===== config.mk =====
export PLATFORM = sky130hd
export DESIGN_NAME = fifo_drain_scheduler_flat
export DESIGN_NICKNAME = d
export VERILOG_FILES = /design/src/rtl/fifo_drain_scheduler_if.sv /design/src/rtl/fifo_drain_scheduler.sv /design/src/flat_wrapper.sv
export SDC_FILE = /design/constraint.sdc
export NUM_CORES = 1
export LEC_CHECK = 0
export CAP_MARGIN = 5
export CORE_ASPECT_RATIO = 0.6
export CORE_MARGIN = 3
export CORE_UTILIZATION = 43
export CTS_CLUSTER_DIAMETER = 150
export DETAILED_ROUTE_END_ITERATION = 10
export GPL_ROUTABILITY_DRIVEN = 0
export GPL_TIMING_DRIVEN = 1
export PLACE_DENSITY = 0.8
export SLEW_MARGIN = 0
export SYNTH_ARGS = -nofsm -noshare
export SYNTH_HDL_FRONTEND = slang
export SYNTH_SLANG_ARGS = --single-unit

===== constraint.sdc =====
create_clock -name clock -period 2 [get_ports clock]
set_input_delay 0.2 -clock clock [delete_from_list [all_inputs] [get_ports clock]]
set_output_delay 0.2 -clock clock [all_outputs]
set_load 0.05 [all_outputs]

===== src/rtl/fifo_drain_scheduler_if.sv =====
// Bus bundle between the drain scheduler, the addressed FIFOs and the UART transmitter.
// The master side is the scheduler. The slave side is the FIFO/transmitter environment.
interface fifo_drain_scheduler_if #(
  parameter int unsigned NUM_CHANNELS = 4,
  parameter int unsigned ADRESS_WIDTH = 4,
  parameter int unsigned DATA_WIDTH   = 8
);

  localparam int unsigned GrantWidth = (NUM_CHANNELS > 1) ? $clog2(NUM_CHANNELS) : 1;

  // Arbitration inputs
  logic [NUM_CHANNELS-1:0] channel_enable;
  logic [NUM_CHANNELS-1:0] fifo_empty;

  // Shared FIFO pop bus
  logic [DATA_WIDTH-1:0]   fifo_data;
  logic [ADRESS_WIDTH-1:0] pop_adress;
  logic                    pop_enable;

  // Transmit handshake
  logic [DATA_WIDTH-1:0]   tx_data;
  logic                    tx_valid;
  logic                    tx_ready;

  // Status
  logic                    busy;
  logic [GrantWidth-1:0]   grant;

  modport master (
    input  channel_enable,
    input  fifo_empty,
    input  fifo_data,
    input  tx_ready,
    output pop_adress,
    output pop_enable,
    output tx_data,
    output tx_valid,
    output busy,
    output grant
  );

  modport slave (
    output channel_enable,
    output fifo_empty,
    output fifo_data,
    output tx_ready,
    input  pop_adress,
    input  pop_enable,
    input  tx_data,
    input  tx_valid,
    input  busy,
    input  grant
  );

endinterface


===== src/rtl/fifo_drain_scheduler.sv =====
// Round-robin drain scheduler: pops bytes from NUM_CHANNELS addressed FIFOs over a shared bus
// and hands them one at a time to a single transmitter on a valid/ready handshake.
// Up to BURST_LENGTH bytes are drained from a granted channel before the pointer rotates.
module fifo_drain_scheduler #(
  parameter int unsigned NUM_CHANNELS = 4,
  parameter int unsigned ADRESS_WIDTH = 4,
  parameter int unsigned DATA_WIDTH   = 8,
  parameter int unsigned BASE_ADRESS  = 0,
  parameter int unsigned BURST_LENGTH = 1
) (
  input logic                    clock,
  input logic                    reset,
  fifo_drain_scheduler_if.master bus
);

  localparam int unsigned GrantWidth = (NUM_CHANNELS > 1) ? $clog2(NUM_CHANNELS) : 1;
  // Must hold the value BURST_LENGTH itself, reached on the last byte of a full burst.
  localparam int unsigned BurstWidth = $clog2(BURST_LENGTH + 1);

  typedef enum logic [1:0] {
    StIdle,
    StPop,
    StCapture,
    StSend
  } state_e;

  state_e                  state;
  logic [GrantWidth-1:0]   rr_pointer;
  logic [GrantWidth-1:0]   grant_q;
  logic [BurstWidth-1:0]   burst_count;
  logic [ADRESS_WIDTH-1:0] pop_adress_q;
  logic                    pop_enable_q;
  logic [DATA_WIDTH-1:0]   tx_data_q;
  logic                    tx_valid_q;
  logic                    busy_q;

  logic [NUM_CHANNELS-1:0] eligible;
  logic                    pick_valid;
  logic [GrantWidth-1:0]   pick;
  logic [ADRESS_WIDTH-1:0] pick_adress;
  logic [GrantWidth-1:0]   grant_wrap;
  logic                    burst_more;

  assign eligible = bus.channel_enable & ~bus.fifo_empty;

  // Rotating priority search: first eligible channel at or above rr_pointer, with wrap.
  always_comb begin
    int unsigned idx;
    pick_valid = 1'b0;
    pick       = '0;
    idx        = 0;
    for (int unsigned k = 0; k < NUM_CHANNELS; k++) begin
      idx = (32'(rr_pointer) + k) % NUM_CHANNELS;
      if (!pick_valid && eligible[idx[GrantWidth-1:0]]) begin
        pick_valid = 1'b1;
        pick       = idx[GrantWidth-1:0];
      end
    end
  end

  // Address of the picked channel, truncated to the bus width.
  assign pick_adress = ADRESS_WIDTH'(BASE_ADRESS + 32'(pick));

  // Next round-robin start point once the current grant ends.
  assign grant_wrap = (32'(grant_q) == NUM_CHANNELS - 1) ? '0 : grant_q + 1'b1;

  // Stay on the granted channel only while the burst has room and it still has data and is
  // enabled; masking mid-byte never aborts the byte already in flight.
  assign burst_more = (32'(burst_count) + 32'd1 < BURST_LENGTH) &&
                      bus.channel_enable[grant_q] && !bus.fifo_empty[grant_q];

  // Scheduler FSM with registered bus and handshake outputs.
  always_ff @(posedge clock) begin
    if (reset) begin
      state        <= StIdle;
      rr_pointer   <= '0;
      grant_q      <= '0;
      burst_count  <= '0;
      pop_adress_q <= '0;
      pop_enable_q <= 1'b0;
      tx_data_q    <= '0;
      tx_valid_q   <= 1'b0;
      busy_q       <= 1'b0;
    end else begin
      unique case (state)
        StIdle: begin
          if (pick_valid) begin
            grant_q      <= pick;
            pop_adress_q <= pick_adress;
            burst_count  <= '0;
            pop_enable_q <= 1'b1;
            busy_q       <= 1'b1;
            state        <= StPop;
          end
        end
        StPop: begin
          // The addressed FIFO registers its output on this edge.
          pop_enable_q <= 1'b0;
          state        <= StCapture;
        end
        StCapture: begin
          tx_data_q  <= bus.fifo_data;
          tx_valid_q <= 1'b1;
          state      <= StSend;
        end
        StSend: begin
          if (bus.tx_ready) begin
            tx_valid_q  <= 1'b0;
            burst_count <= burst_count + 1'b1;
            if (burst_more) begin
              pop_enable_q <= 1'b1;
              state        <= StPop;
            end else begin
              rr_pointer <= grant_wrap;
              busy_q     <= 1'b0;
              state      <= StIdle;
            end
          end
        end
        default: begin
          state <= StIdle;
        end
      endcase
    end
  end

  assign bus.pop_adress = pop_adress_q;
  assign bus.pop_enable = pop_enable_q;
  assign bus.tx_data    = tx_data_q;
  assign bus.tx_valid   = tx_valid_q;
  assign bus.busy       = busy_q;
  assign bus.grant      = grant_q;

endmodule


===== src/flat_wrapper.sv =====
// flat-port wrapper written by rule: the top's interface ports become plain ports
module fifo_drain_scheduler_flat 
#(
  parameter int unsigned NUM_CHANNELS = 4,
  parameter int unsigned ADRESS_WIDTH = 4,
  parameter int unsigned DATA_WIDTH   = 8,
  parameter int unsigned BASE_ADRESS  = 0,
  parameter int unsigned BURST_LENGTH = 1
)
  (clock, reset, bus_channel_enable, bus_fifo_empty, bus_fifo_data, bus_tx_ready, bus_pop_adress, bus_pop_enable, bus_tx_data, bus_tx_valid, bus_busy, bus_grant);
  fifo_drain_scheduler_if #(.NUM_CHANNELS(NUM_CHANNELS), .ADRESS_WIDTH(ADRESS_WIDTH), .DATA_WIDTH(DATA_WIDTH)) bus_i ();
  input logic clock;
  input logic reset;
  input wire logic [$bits(bus_i.channel_enable)-1:0] bus_channel_enable;
  input wire logic [$bits(bus_i.fifo_empty)-1:0] bus_fifo_empty;
  input wire logic [$bits(bus_i.fifo_data)-1:0] bus_fifo_data;
  input wire logic [$bits(bus_i.tx_ready)-1:0] bus_tx_ready;
  output wire logic [$bits(bus_i.pop_adress)-1:0] bus_pop_adress;
  output wire logic [$bits(bus_i.pop_enable)-1:0] bus_pop_enable;
  output wire logic [$bits(bus_i.tx_data)-1:0] bus_tx_data;
  output wire logic [$bits(bus_i.tx_valid)-1:0] bus_tx_valid;
  output wire logic [$bits(bus_i.busy)-1:0] bus_busy;
  output wire logic [$bits(bus_i.grant)-1:0] bus_grant;
  assign bus_i.channel_enable = bus_channel_enable;
  assign bus_i.fifo_empty = bus_fifo_empty;
  assign bus_i.fifo_data = bus_fifo_data;
  assign bus_i.tx_ready = bus_tx_ready;
  assign bus_pop_adress = bus_i.pop_adress;
  assign bus_pop_enable = bus_i.pop_enable;
  assign bus_tx_data = bus_i.tx_data;
  assign bus_tx_valid = bus_i.tx_valid;
  assign bus_busy = bus_i.busy;
  assign bus_grant = bus_i.grant;
  fifo_drain_scheduler #(.NUM_CHANNELS(NUM_CHANNELS), .ADRESS_WIDTH(ADRESS_WIDTH), .DATA_WIDTH(DATA_WIDTH), .BASE_ADRESS(BASE_ADRESS), .BURST_LENGTH(BURST_LENGTH)) u_core (.clock(clock), .reset(reset), .bus(bus_i));
endmodule

==> flow_summary.json <==
{
  "setup_violations": 0,
  "whs_path_depth": 2,
  "tightest_slew_ns": 0.507,
  "die-area_mm2": 0.00282,
  "synth-seq-area-share": 0.359,
  "synth_common_cells": "dfxtp_1, nor2_1, mux2i_1",
  "grt_overflow": 0,
  "nNetsFinal": 156,
  "rsz0062_at_grt": "no",
  "synth_edf_count": 0,
  "post_synth.cell_area_avg_um2": 9.66,
  "cp.required_ns": 1.80,
  "dp_hpwl_um": 1650,
  "slowest_stage": "clkdlybuf4s50_1",
  "fin_ws_ns": 0.306,
  "yosysTopAreaCell": "dfxtp_1",
  "tns_ns": 0,
  "die_width_um": 66.6,
  "ant_nets": 0,
  "cts_resized": 0,
  "wl_um": 2070,
  "critPathKind": "register to primary output",
  "drv_slew": 0,
  "clk_latency_ns": 0.25,
  "ys.flop_type": "dfxtp_1",
  "worstPathCellList": "clkdlybuf4s50_1",
  "tritoncts": "yes",
  "syn2layout_area_growth_pct": 39.9,
  "peakVddDrop_mv": 0.708,
  "initial_core_util": 0.482,
  "cp_top_family": "buffers and inverters",
  "slew_headroom": 0.661,
  "synth_top_family_by_area": "simple AND/OR/NAND/NOR gates",
  "nFillCells": 152,
  "synth-compound-area-share": 0.129,
  "synthAdderAreaFrac": 0.0661,
  "clk_pin_slew_worst_paths_ns": 0.07,
  "drive_gt1_frac": 0.115,
  "clock.fmax_ghz": 0.590,
  "cp_slowest_stage_delay_ns": 0.83,
  "synth-warning-count": 0,
  "vias_per_cell": 4.99,
  "reg2regPathDepth": 4,
  "fin_cells": 159,
  "p_total_mw": 1.53,
  "placed_cells_incl_taps": 155,
  "crit_buf_inv": 1,
  "diodes": 0,
  "cap_violations": 0,
  "num_rows": 12,
  "grt_max_degree": 11,
  "ys_ff_latch": 17,
  "portBuffers": 33,
  "die_y_um": 42.4,
  "cp_data_arrival_time_ns": 1.49,
  "min_period_ns": 1.69,
  "cp_num_cells": 1,
  "synthSimpleGateAreaFrac": 0.255,
  "cts_root_buffer": "clkbuf_8",
  "cp-end-kind": "primary output",
  "ys_top_cells_by_area": "dfxtp_1, mux2i_1, ha_1",
  "cts_buffers": 3,
  "period_share": 0.847,
  "cts.sinks": 17,
  "post-place-ws_ns": 0.256,
  "grt_pass1_wl_um": 3410,
  "power_leakage_nw": 0.531,
  "synth_cells": 98,
  "outcome": "finished, final reports clean",
  "synth.mux.area_fraction": 0.119,
  "antenna_found_initial": 0,
  "hold_buffers": 0,
  "syn_area_um2": 947,
  "drtIter0Drc": 39,
  "async_flop_share": 0,
  "powerDensity_mw_per_mm2": 1150,
  "grt_pass1_vias": 703,
  "path_max_fanout": 5,
  "synth.most_common_cell": "dfxtp_1",
  "synth_xor_area_frac": 0,
  "clockBufferDepth": 2,
  "synth.top_cell.area_share": 0.359,
  "first_pass_iters": 4,
  "cts_max_level": 1,
  "drc": 0,
  "crit_path_start_kind": "register",
  "synth_cell_types": 34,
  "hp-class": "register to register",
  "hold_viol": 0,
  "track_usage": 0.158,
  "post_cts_buffers": 0,
  "vias": 793,
  "skew_ns": 0.00990,
  "coreArea_mm2": 0.00197,
  "drt-wirelength-per-cell_um": 13.0,
  "boundaryPins": 36
}
==> cells by family (layout without fill, tap and decap cells) <==
kind of cell / Yosys count / after routing
AOI/OAI and AO/OA: 16 / 16
adders and majority gates: 5 / 5
buffers and inverters: 10 / 42
DFF: 17 / 17
muxes: 11 / 11
other: 1 / 2
and+or+nand+nor: 38 / 38
==> final timing paths <==
check	slack, ns	from	to
worst max register to register	0.44	u_core.state[0]	u_core.bus.busy
worst min register to register	0.50	u_core.bus.tx_data[1]	u_core.bus.tx_data[1]
worst max-delay path	0.31	u_core.bus.grant[0]	bus_grant[0]
worst min-delay path	0.50	u_core.bus.tx_data[1]	u_core.bus.tx_data[1]
==> registers in the layout, summed over array words and instances, names as in the netlist <==
signal and flops:
u_core.bus.tx_valid 1, u_core.rr_pointer 2, u_core.bus.busy 1, u_core.bus.pop_enable 1, u_core.state 2, u_core.bus.grant 2
u_core.bus.tx_data 8
==> cell type report <==
type	count	area, um^2	share of cell area
well taps	28	35.0	0.0264
clock buffers	3	41.3	0.0312
clock inverters	1	5.00	0.00378
inverters	3	11.3	0.00850
repair buffers	35	345	0.261
flip-flops and latches	17	340	0.257
multi-input cells	72	547	0.413
==> where the power goes <==
part	total [mW]	internal, mW	switching [mW]
Combinational	0.784	0.311	0.473
Clock	0.259	0.138	0.121
Sequential	0.483	0.424	0.0597
==> cell usage in the layout, fill, tap and decap left out, drive strengths merged, types with 2 or more instances in the layout <==
cell type / netlist / final
and2b: 3 / 3
dfxtp: 17 / 17
ha: 5 / 5
inv: 3 / 3
buf: 6 / 2
clkbuf: 1 / 3
a211oi: 2 / 2
clkdlybuf4s50: 0 / 33
nand2b: 2 / 2
nor2: 12 / 12
mux2: 2 / 2
nand2: 6 / 6
a21oi: 5 / 5
nand3: 4 / 4
conb: 1 / 2
mux2i: 9 / 9
nor2b: 5 / 5
==> per-layer routing <==
layer / global-route usage / vias to the layer above / share of wire
li1: - / 402 / -
met1: 0.226 / 367 / 0.46
met5: 0 / - / 0
met4: 0.0121 / 0 / 0.0058
met2: 0.234 / 22 / 0.47
met3: 0.0617 / 2 / 0.065
==> stage by stage <==
| step | utilization | cell area (um^2) | hold slack, ns |
|---|---|---|---|
| final | 0.674 | 1330 | 0.496 |
| after global placement | 0.650 | 1280 | 0.471 |
| after detailed placement | 0.650 | 1280 | 0.483 |
| after CTS | 0.674 | 1330 | 0.502 |
| after floorplan | - | 951 | 0.347 |
| after global routing | 0.674 | 1330 | 0.534 |
No activity file was read; power rests on OpenSTA's default activity.
